<file path="src/rtl/mac_accum_8bit.sv">
// mac_accum_8bit: valid/ready MAC sequencer around an external 8x8 multiplier.
// Define MAC_SAT_EN to make the accumulator saturate instead of wrap.
module mac_accum_8bit #(
  parameter int ACC_W = 24
) (
  input  logic             clk,
  input  logic             rst_n,
  input  logic             start,
  input  logic             in_valid,
  output logic             in_ready,
  input  logic             in_last,
  input  logic [7:0]       a,
  input  logic [7:0]       b,
  output logic [7:0]       mul_a,
  output logic [7:0]       mul_b,
  output logic             mul_en,
  input  logic [15:0]      product,
  output logic             out_valid,
  input  logic             out_ready,
  output logic [ACC_W-1:0] result,
  output logic [7:0]       count,
  output logic             flag
);
`ifdef MAC_SAT_EN
  localparam bit SAT = 1'b1;
`else
  localparam bit SAT = 1'b0;
`endif
  typedef enum logic [1:0] {IDLE, ACCUM, DONE} state_e;
  state_e state_q, state_d;
  logic [ACC_W-1:0] acc_q, acc_d;
  logic [7:0] count_q, count_d;
  logic flag_q, flag_d;
  logic beat, clear, carry;
  logic [ACC_W:0] sum;
  always_ff @(posedge clk) begin
    if (!rst_n) state_q <= IDLE;
    else state_q <= state_d;
  end
  always_comb begin
    state_d = state_q;
    if (state_q == IDLE && start) state_d = ACCUM;
    else if (state_q == ACCUM && !start && beat && in_last) state_d = DONE;
    else if (state_q == DONE && out_ready) state_d = IDLE;
  end
  always_comb begin
    in_ready  = state_q == ACCUM;
    out_valid = state_q == DONE;
    mul_a     = a;
    mul_b     = b;
    mul_en    = in_valid && in_ready;
    result    = acc_q;
    count     = count_q;
    flag      = flag_q;
  end
  // start is ignored in DONE so the presented result stays stable
  always_comb begin
    beat    = in_valid && in_ready;
    clear   = start && state_q != DONE;
    sum     = {1'b0, acc_q} + {{(ACC_W-15){1'b0}}, product};
    carry   = sum[ACC_W];
    acc_d   = clear ? '0 : beat ? ((SAT && carry) ? '1 : sum[ACC_W-1:0]) : acc_q;
    count_d = clear ? 8'd0 : beat ? count_q + 8'(count_q != 8'hFF) : count_q;
    flag_d  = clear ? 1'b0 : flag_q | (beat & carry);
  end
  always_ff @(posedge clk) begin
    if (!rst_n) begin
      acc_q   <= '0;
      count_q <= '0;
      flag_q  <= 1'b0;
    end else begin
      acc_q   <= acc_d;
      count_q <= count_d;
      flag_q  <= flag_d;
    end
  end
endmodule

</file>
<file path="config.mk">
export PLATFORM = sky130hd
export DESIGN_NAME = mac_accum_8bit
export DESIGN_NICKNAME = d
export VERILOG_FILES = /design/src/rtl/mac_accum_8bit.sv
export SDC_FILE = /design/constraint.sdc
export NUM_CORES = 1
export LEC_CHECK = 0
export CORE_MARGIN = 3
export CORE_UTILIZATION = 49
export DETAILED_ROUTE_END_ITERATION = 10
export PLACE_DENSITY = 0.87
export SLEW_MARGIN = 20
export SYNTH_ARGS = -nofsm -noshare
export SYNTH_HDL_FRONTEND = slang
export SYNTH_SLANG_ARGS = --single-unit
</file>
<file path="constraint.sdc">
create_clock -name clk -period 7.4 [get_ports clk]
set_input_delay 1.11 -clock clk [delete_from_list [all_inputs] [get_ports clk]]
set_output_delay 1.11 -clock clk [all_outputs]
set_load 0.05 [all_outputs]
</file>
## Word-level counts from Yosys, hierarchy flattened

Cells that the tools add are included.

| operators by class | value |
|---|---|
| add/sub/neg operators | 2 |
| eq/ne operators | 4 |
| mux-type cells | 3 |
| bitwise logic cells | 3 |
| reductions and logical operators | 13 |

Operators by type and width:

| kind | count |
|---|---|
| 24-bit by 16-bit adder with 25-bit output | 1 |
| 8-bit by 1-bit adder with 8-bit output | 1 |
| 8-bit inequality test (second input constant) | 1 |
| 1-bit logical AND | 7 |
| 2-bit two-way mux | 2 |
| 2-bit OR reduction | 2 |
| 3-bit nonzero test | 1 |
| 2-bit by 1-bit equality test with 1-bit output (second input constant) | 1 |
| 2-bit equality test (second input constant) | 1 |
| 2-bit logical NOT | 1 |
| 2-bit inequality test (second input constant) | 1 |
| 2-bit nonzero test | 1 |
| 1-bit AND | 1 |
| 1-bit logical NOT | 1 |
| 1-bit two-way mux | 1 |
| 1-bit inverter | 1 |
| 1-bit bitwise OR | 1 |

| storage, ports and cells | value |
|---|---|
| register bits after elaboration | 35 |

## Logic depth before layout (Yosys ltp)

Gate-level depths: netlist (run 1).

| depth | value |
|---|---|
| depth in word-level cells | 6 |
| gate-level depth with buffers | 8 |

## Worst setup path before layout (run 1)

OpenSTA, ideal clock, no wires.

| timing | value |
|---|---|
| path type | register -> output |
| start | register state_q[0] |
| end | output port mul_en |
| arrival | 2214 ps |
| slack | 4076 ps |
| stages on the path, launching flop included | 5 |
| path buffers | 1 |
| path through | dfxtp_1 -> nor2b_1 -> nand2_1 -> inv_2 -> clkbuf_1 |

| between the ends | value |
|---|---|
| word-level cells in the longest chain between the ends | 2 |

RTL lines:

| what | line | text |
|---|---|---|
| start: declaration | 30 | `state_e state_q, state_d;` |
| start signal: assignment | 38 | `else state_q <= state_d;` |
| 2-bit by 1-bit equality test with 1-bit output | 47 | `in_ready = state_q == ACCUM;` |
| net in_ready | 10 | `output logic in_ready,` |
| 1-bit logical AND | 51 | `mul_en = in_valid && in_ready;` |
| end: declaration | 16 | `output logic mul_en,` |

The timed path passes the listed nets, and every way through them passes these cells.

## Worst setup path in the final report (run 1)

| timing | value |
|---|---|
| start | input port in_valid |
| end | output port mul_en |

| between the ends | value |
|---|---|
| word-level cells in the longest chain between the ends | 1 |

RTL lines:

| what | line | text |
|---|---|---|
| start: declaration | 9 | `input logic in_valid,` |
| 1-bit logical AND | 51 |  |

Every way passes these cells.

==> metrics.txt, run 1 <==
crit path capture type=primary output; CTS Buf Count=5; detailed-routing iteration count for the pre-antenna-repair pass=6; maximum number of pins on one net before global-route repair=29; latest clock arrival within the worst-skew pair=0.29 ns; Top cell by count, worst path=clkdlybuf4s50_1; number of placement rows=25; count of maximum capacitance violations=0; LEAKAGE=1.09 nW; Clock Sink Count=35; most common library cell in the layout ignoring fill and taps=clkdlybuf4s50_1; path depth of the worst reg2reg path=8; Detailed Place HPWL=4350 µm; shortest period the worst path allows=4.20 ns; Levels on crit path=5; combinational cell fraction of total power=0.188; worst-path cell chain=clkdlybuf4s50_1 > nand2_1 > buf_4 > inv_2 > clkdlybuf4s50_1; met3 Resource Use GR=0.0441; CP delay by family, top=buffers and inverters; layout cells sized above 1=0.0678; number of nets produced by synthesis=373; global-route track usage on met1=0.243; highest-count cells in the layout ignoring fill and taps=57 x clkdlybuf4s50_1, 44 x nand2_1, 35 x dfxtp_1; library cells used by synthesis=61; vias in the first global route=2,220; share of power burned in the clock network=0.338; Worst Path Class, Setup=in2out; Fmax achieved=0.238 GHz; total wirelength of the detailed-routed design=5840 µm; instance count after placement with tap cells included=413; PortBufs=57; placer congestion estimate=0.821; final standard cell utilization of the core=0.636; Worst Tran Pin Value=0.966 ns; CTS clock-pin slew for the worst setup and hold paths=0.07 ns; count of routing violations after the opening detailed-route iteration=104; CTS root buf=clkbuf_8; CTS H-tree depth=2; Net Sw Power=0.119 mW; maximum VDD drop=0.0000989 V; Buf+Inv Stages, Crit Path=4; antenna-violating nets left=0; Hold-fix buffers, CTS=0; first-pass GRT wire length=9650 µm; Finished Layout Cells=421; detailed-route vias per instance=5.78; number of flip-flops and latches in the synthesized netlist=35; result of the run=completed; worst max-slew margin expressed relative to the limit=0.354; antenna violations before repair=0; RSZ-0062 raised after global routing=no; Hold Vio Cnt, Final=0; fin crit share=0.568; Final Setup Violations=0; largest clock skew in the final design=0.00288 ns; worst min path class=reg2reg; maximum fanout along the worst path=28; buffers from clock root to sink, at most=2; number of placed I/O pins=90; area inside the core boundary=4820 µm²; Yosys warning count=0; endpoint arrival time on the critical path=3.09 ns; area of the mapped netlist=2490 µm²; instance count along the most critical hold path=2; Mean Syn Cell Area=7.89 µm²; layout-stage area growth over the synthesis result=22.8%; net switching fraction of the power=0.293; Synth Flop Type=dfxtp_1; detailed-route via count=2,432; DRC violation count after routing=0; leftover overflow at the end of global routing=0; CP Data Required Time=6.29 ns; share of the yosys chip area belonging to registers=0.281; cell with the largest stage delay on the worst path=clkdlybuf4s50_1; number of flops mapped to enable cells by yosys=0; crit path launch type=input port; CTS tree=built; antenna fix cells=0; fraction of synthesis flops using an asynchronous set or reset pin=0; global-route layer with the greatest usage=met2; design internal power=0.288 mW; Final Hold Slack=0.474 ns; highest cell delay on the worst timing path=0.88 ns; PD cells=133 nW/µm²; Post-CTS Setup Inserts=0; Total Neg Setup Slack=0 ns; part of the total power dissipated in sequential elements=0.474; mean routed wirelength per cell=13.9 µm; total global-route track usage=0.193; floorplan die height=77.3 µm; Fillers=438; Die Outline Area=5980 µm²; number of gates resized after CTS=0; max-slew violation count=0; Die Wd=77.3 µm; synthesized instance count=316; GRT met2 Usage=0.326; effective utilization at floorplan=0.518; final net count=410
==> cell type report <==
type                       count  area, µm²  area share
clock buffer                   6       72.6      0.0237
sequential                    35        701       0.229
inverter                       5       18.8     0.00613
multi-input combinational    248       1600       0.521
tap                           67       83.8      0.0274
clock inverter                 2       12.5     0.00408
timing repair buffer          58        578       0.189
==> sequential cells by signal, indices dropped and copies added (netlist names) <==
| signal | count |
|---|---|
| count | 8 |
| state_q | 2 |
| flag | 1 |
| result | 24 |
==> worst register-to-register path: cells and delay by family (launching register included) <==
kind	cells	cell delay, ns
fa+ha+maj	2	0.65
flops	1	0.33
compound gates	4	1.31
simple gates	1	0.12
mux	1	0.20
==> path summary, 6_finish.rpt <==
path | startpoint | end | slack, ns
worst max register to register | result[0] | result[16] | 4.73
worst min register to register | result[6] | result[6] | 0.47
worst min-delay path | result[6] | result[6] | 0.47
worst max-delay path | in_valid | mul_en | 3.20
==> layer usage <==
layer | part of all wire | up-vias | routed length, µm
met1 | 0.45 | 1116 | 2650
met5 | 0 | - | 0
met3 | 0.062 | 15 | 364
met4 | 0.016 | 0 | 93
met2 | 0.47 | 81 | 2720
li1 | - | 1220 | -
==> cells in the mapped netlist (4+ instances only) <==
| library cell | count | area [µm²] |
|---|---|---|
| nand2_1 | 44 | 165 |
| dfxtp_1 | 35 | 701 |
| a21oi_1 | 26 | 130 |
| nor2_1 | 22 | 82.6 |
| buf_4 | 19 | 143 |
| ha_1 | 18 | 225 |
| nand3_1 | 17 | 85.1 |
| o21ai_0 | 15 | 75.1 |
| nand4_1 | 9 | 56.3 |
| clkbuf_1 | 8 | 30.0 |
| o211ai_1 | 6 | 45.0 |
| or3_1 | 6 | 37.5 |
| xnor2_1 | 6 | 52.6 |
| nand2b_1 | 5 | 31.3 |
| nor2b_1 | 5 | 31.3 |
| a31oi_1 | 4 | 25.0 |
| and3_1 | 4 | 25.0 |
| inv_1 | 4 | 15.0 |
| nor3_1 | 4 | 20.0 |
| xor2_1 | 4 | 35.0 |
==> cell families (layout without fill, tap and decap cells) <==
group,count (synthesis),in the layout,share of synthesized area
compound gates,82,82,0.215
flops,35,35,0.281
fa+ha+maj,19,19,0.0983
simple gates,133,133,0.275
mux,4,4,0.0166
buf+inv,33,71,0.0788
xor+xnor,10,10,0.0351
==> power by group through the flow <==
stage / clock [mW] / sequential [mW] / combinational (mW)
finish: 0.137 / 0.193 / 0.0765
detailed placement: 0 / 0.197 / 0.0759
global route: 0.151 / 0.193 / 0.0829
global placement: 0 / 0.197 / 0.0743
CTS: 0.142 / 0.193 / 0.0763
floorplan: 0 / 0.204 / 0.0675
==> stage by stage <==
stage,power (mW),setup slack (ns),cell area [µm²]
finish,0.407,3.20,3060
global route,0.427,3.11,3060
CTS,0.411,3.20,3060
detailed placement,0.273,3.20,2980
global placement,0.271,3.22,2980
floorplan,0.271,4.08,2490
No activity file was read; power rests on OpenSTA's default activity.
==> run 2, diff against run 1 <==
CORE_UTILIZATION = 41   (was 49)
PLACE_DENSITY = 0.77   (was 0.87)
clock period = 3.4 ns   (was 7.4 ns; I/O delays follow)
==> run 2 against run 1 <==
  * Worst hold slack better by 0.0042 ns
  * First-iteration DRC count is 28% higher
  * Routed wire length increased by 0.14%
  * Flip-flop and latch count is the same
  * Sequential share of layout area shrank 0.34 points
  * Setup slack worse by 2.6 ns
  * Total power up 120%
  * Sequential power increased by 120%
  * Count of clock-buffer cells in the layout unchanged
==> metrics.txt, run 2 (synthesized netlist as in run 1, its figures left out) <==
mean routed wirelength per cell=13.6 µm (-2.0%); detailed-route vias per instance=5.64 (-2.3%); maximum fanout along the worst path=3 (-89%); number of gates resized after CTS=0 (unchanged); antenna violations before repair=0 (unchanged); layout-stage area growth over the synthesis result=24.7%; CTS clock-pin slew for the worst setup and hold paths=0.07 ns (about the same); placer congestion estimate=0.894 (+8.9%); PD cells=287 nW/µm² (+120%); count of maximum capacitance violations=0 (unchanged); worst-case setup slack after placement=0.290 ns (-2.91 ns); crit path capture type=flop; maximum number of pins on one net before global-route repair=28 (-3.4%); result of the run=completed; highest-count cells in the layout ignoring fill and taps=56 x clkdlybuf4s50_1, 44 x nand2_1, 35 x dfxtp_1; RSZ-0062 raised after global routing=no; buffers from clock root to sink, at most=2 (unchanged); final critical-path setup slack=0.608 ns (-2.59 ns); number of placement rows=27 (+8.0%); Post-CTS Setup Inserts=0 (unchanged); Final Setup Violations=0 (unchanged); met3 Resource Use GR=0.0464 (+0.00231); FF-to-FF Start=result[0]; Fmax achieved=0.358 GHz; floorplan die height=84.0 µm (+8.6%); Total Neg Setup Slack=0 ns (unchanged); worst min-delay path startpoint=result[12]; detailed-routing iteration count for the pre-antenna-repair pass=5 (-1); highest cell delay on the worst timing path=0.44 ns (-0.44 ns); DRC violation count after routing=0 (unchanged); total global-route track usage=0.162 (-0.0307); endpoint arrival time on the critical path=3.02 ns (-0.07 ns); global-route track usage on met1=0.214 (-0.0288); worst max-slew margin expressed relative to the limit=0.660 (+0.306); path depth of the worst reg2reg path=9 (+1); Die Outline Area=7050 µm² (+18%); FF-to-FF End=result[16]; total wirelength of the detailed-routed design=5840 µm (+0.14%); worst min path class=reg2reg; CTS root buf=clkbuf_8; most common library cell in the layout ignoring fill and taps=clkdlybuf4s50_1; Clock Sink Count=35 (unchanged); latest clock arrival within the worst-skew pair=0.29 ns (about the same); largest clock skew in the final design=0.00178 ns (-0.00110 ns); GRT met2 Usage=0.260 (-0.0660); Worst Path Class, Setup=in2reg; detailed-route via count=2,427 (-0.21%); first-pass GRT wire length=9580 µm (-0.71%); instance count along the most critical hold path=2 (unchanged); fin crit share=0.821; Die Wd=84.0 µm (+8.6%); vias in the first global route=2,139 (-3.6%); worst-path cell chain=clkdlybuf4s50_1 > ha_1 > fa_1 > a211oi_2 > o21bai_1 > a2111oi_1 > buf_4 > nor2_1 > o41ai_2 > mux2i_1; layout cells sized above 1=0.0810 (+0.0132); effective utilization at floorplan=0.437 (-0.0809); area inside the core boundary=5710 µm² (+19%); Worst Tran Pin Value=0.509 ns (-0.458 ns); number of flip-flops under the largest register name=24 (unchanged); count of routing violations after the opening detailed-route iteration=133 (+28%); leftover overflow at the end of global routing=0 (unchanged); Finished Layout Cells=430 (+2.1%); antenna-violating nets left=0 (unchanged); maximum VDD drop=0.000172 V (+74%); crit path launch type=input port; max-slew violation count=0 (unchanged); LEAKAGE=1.11 nW (+2.1%); worst reg-to-reg setup slack=0.92 ns (-3.81 ns); final net count=414 (+0.98%); CP Data Required Time=3.63 ns (-2.66 ns); global-route layer with the greatest usage=met2; CTS H-tree depth=2 (unchanged); instance count after placement with tap cells included=422 (+2.2%); Hold Vio Cnt, Final=0 (unchanged); CTS Buf Count=5 (unchanged); CTS tree=built; cell with the largest stage delay on the worst path=fa_1; shortest period the worst path allows=2.79 ns; antenna fix cells=0 (unchanged); endpoint of the worst hold-timing path=result[12]; Detailed Place HPWL=4420 µm (+1.7%); number of placed I/O pins=90 (unchanged); PortBufs=57 (unchanged); Hold-fix buffers, CTS=0 (unchanged)
-- run 2: worst max-delay path by stage --
stage | start | to | slack (ns) | cells past startpoint
detailed placement | product[0] | result[16] | 0.29 | 10
global route | product[0] | result[16] | 0.40 | 10
CTS | product[0] | result[16] | 0.61 | 10
global placement | product[0] | result[16] | 0.36 | 10
floorplan | state_q[0] | mul_en | 0.68 | 4
finish | product[0] | result[16] | 0.61 | 10
-- run 2: layout make-up --
type                            instances  area, µm²
Fill cell                             537       2600
Tap cell                               72       90.1
Sequential cell                        35        701
Multi-Input combinational cell        248       1600
Clock buffer                            6       72.6
Inverter                                5       18.8
Timing Repair Buffer                   62        618
Clock inverter                          2       12.5
-- run 2: power breakdown --
part / switching [mW] / total (mW) / internal, mW
combinational: 0.100 / 0.171 / 0.0715
sequential: 0.00454 / 0.420 / 0.415
clock: 0.158 / 0.301 / 0.143
-- run 2: metrics by stage --
| step | hold slack, ns | instance area, µm² | total power [mW] | utilization |
|---|---|---|---|---|
| floorplan | 0.474 | 2490 | 0.591 | - |
| global placement | 0.459 | 3020 | 0.598 | 0.530 |
| detailed placement | 0.470 | 3020 | 0.600 | 0.530 |
| CTS | 0.483 | 3110 | 0.902 | 0.545 |
| global route | 0.501 | 3110 | 0.935 | 0.545 |
| finish | 0.478 | 3110 | 0.892 | 0.545 |
-- run 2: worst max-delay path: cells and delay by family --
family | cells | cell delay, ns
AO/OA/AOI/OAI | 4 | 1.00
adder cells (fa/ha/maj) | 2 | 0.67
buffers and inverters | 2 | 0.59
multiplexers | 1 | 0.21
AND/OR/NAND/NOR | 1 | 0.04
-- run 2: routing by layer --
layer  routed length, µm  up-vias
li1                    -     1226
met1                2800     1103
met2                2600       90
met3                 383        8
met4                  60        0
met5                   0        -
==> run 3, diff against run 2 <==
CORE_UTILIZATION = 45   (was 41)
PLACE_DENSITY = 0.81   (was 0.77)
clock period = 2.6 ns   (was 3.4 ns; I/O delays follow)
==> run 3 against run 2 <==
  * Critical path depth decreased by 1
  * Count of clock-buffer cells in the layout did not move
  * Clock power increased by 71%
  * Sequential power rose by 31%
  * Worst hold slack got worse by 0.0033 ns
  * Global-route usage increased by 4.0 points
  * Clock skew is 0.0016 ns higher
  * Final cell count increased by 4.9%
==> metrics.txt, run 3 (synthesized netlist as in run 1, its figures left out) <==
maximum fanout along the worst path=3 (unchanged); CTS Buf Count=5 (unchanged); antenna-violating nets left=0 (unchanged); number of placement rows=26 (-3.7%); post-layout instance area=3340 µm² (+7.5%); antenna violations before repair=0 (unchanged); maximum VDD drop=0.000208 V (+20%); LEAKAGE=1.25 nW (+13%); Detailed Place HPWL=4630 µm (+4.7%); PD cells=394 nW/µm² (+37%); floorplan die height=80.4 µm (-4.2%); RSZ-0062 raised after global routing=yes; layout-stage area growth over the synthesis result=34.1%; Worst Tran Pin Value=0.591 ns (+0.0823 ns); number of placed I/O pins=90 (unchanged); CTS tree=built; Die Outline Area=6470 µm² (-8.3%); DRC violation count after routing=0 (unchanged); DP Area=3190 µm² (+5.4%); fin crit share=0.963; instance count after placement with tap cells included=441 (+4.5%); endpoint arrival time on the critical path=2.73 ns (-0.29 ns); global-route track usage on met1=0.255 (+0.0408); Die Wd=80.4 µm (-4.2%); worst max-slew margin expressed relative to the limit=0.605 (-0.0548); placer congestion estimate=0.820 (-8.3%); PortBufs=57 (unchanged); count of routing violations after the opening detailed-route iteration=130 (-2.3%); final net count=437 (+5.6%); shortest period the worst path allows=2.50 ns; Final Setup Violations=0 (unchanged); Final Hold Slack=0.475 ns (-0.00329 ns); antenna fix cells=0 (unchanged); latest clock arrival within the worst-skew pair=0.29 ns (about the same); total global-route track usage=0.202 (+0.0403); number of flip-flops under the largest register name=24 (unchanged); met3 Resource Use GR=0.0404 (-0.00604); detailed-route via count=2,556 (+5.3%); effective utilization at floorplan=0.476 (+0.0393); crit path launch type=input port; CTS root buf=clkbuf_8; mean routed wirelength per cell=14.0 µm (+2.8%); leftover overflow at the end of global routing=0 (unchanged); max-slew violation count=0 (unchanged); global-route layer with the greatest usage=met2; GRT met2 Usage=0.352 (+0.0922); buffers from clock root to sink, at most=2 (unchanged); detailed-route vias per instance=5.67 (+0.41%); total wirelength of the detailed-routed design=6300 µm (+7.9%); Worst Path Class, Setup=in2reg; result of the run=completed; crit path capture type=flop; CTS clock-pin slew for the worst setup and hold paths=0.07 ns (about the same); CP Data Required Time=2.82 ns (-0.81 ns); count of maximum capacitance violations=0 (unchanged); Clock Sink Count=35 (unchanged); first-pass GRT wire length=10,500 µm (+10%); most common library cell in the layout ignoring fill and taps=clkdlybuf4s50_1; layout cells sized above 1=0.152 (+0.0712); highest-count cells in the layout ignoring fill and taps=56 x clkdlybuf4s50_1, 44 x nand2_1, 35 x dfxtp_1; detailed-routing iteration count for the pre-antenna-repair pass=4 (-1); Finished Layout Cells=451 (+4.9%); worst min path class=reg2reg; maximum number of pins on one net before global-route repair=28 (unchanged); Fmax achieved=0.399 GHz; Hold Vio Cnt, Final=0 (unchanged); area inside the core boundary=5240 µm² (-8.3%); CTS H-tree depth=2 (unchanged); vias in the first global route=2,361 (+10%); largest clock skew in the final design=0.00334 ns (+0.00156 ns)
## run 3: per-stage QoR
stage               TNS [ns]   util  power [mW]  setup slack (ns)
finish                     0  0.638        1.32            0.0953
global placement       -1.53  0.608       0.804            -0.281
floorplan                  0      -       0.773            0.0699
CTS                        0  0.633        1.32            0.0172
global route         -0.0462  0.638        1.37           -0.0392
detailed placement     -1.72  0.608       0.809            -0.342
## run 3: worst paths after layout
path              startpoint         end  slack (ns)  cells after the start
setup / recovery  product[0]  result[16]         0.1                      9
hold / removal     result[4]   result[4]        0.47                      2
setup reg to reg   result[0]  result[16]        0.30                      8
hold reg to reg    result[4]   result[4]        0.47                      2
## run 3: area by class of cell
type                    count  area, µm²
inverters                   5       18.8
flip-flops and latches     35        701
clock inverters             2       35.0
fillers                   445       1890
well taps                  70       87.6
clock buffers               6       82.6
multi-input cells         248       1630
repair buffers             85        791
## run 3: worst max-delay path, stage by stage
cell and delay [ns]:
clkdlybuf4s50_1 0.40, ha_1 0.23, fa_2 0.36, a211oi_2 0.24, o21bai_2 0.13, a2111oi_4 0.42
nor2_1 0.09, o41ai_2 0.25, mux2i_1 0.21
## run 3: repair_timing
item                                    4_1_cts  5_1_grt
endpoints found under the setup margin        1        5
pin swaps                                     0        3
setup buffers                                 0        2
gates resized for setup                       1        3
hold buffers                                  0        0
endpoints found under the hold margin         0        0
## run 3: routing by layer
| layer | wire, µm | share of wire |
|---|---|---|
| met1 | 2880 | 0.46 |
| met2 | 2980 | 0.47 |
| met3 | 367 | 0.058 |
| met4 | 78 | 0.012 |
| met5 | 0 | 0 |
## run 3: power by group
group	switching [mW]	leakage, nW	internal, mW
Combinational	0.140	0.909	0.114
Sequential	0.00629	0.283	0.543
Clock	0.204	0.0612	0.310
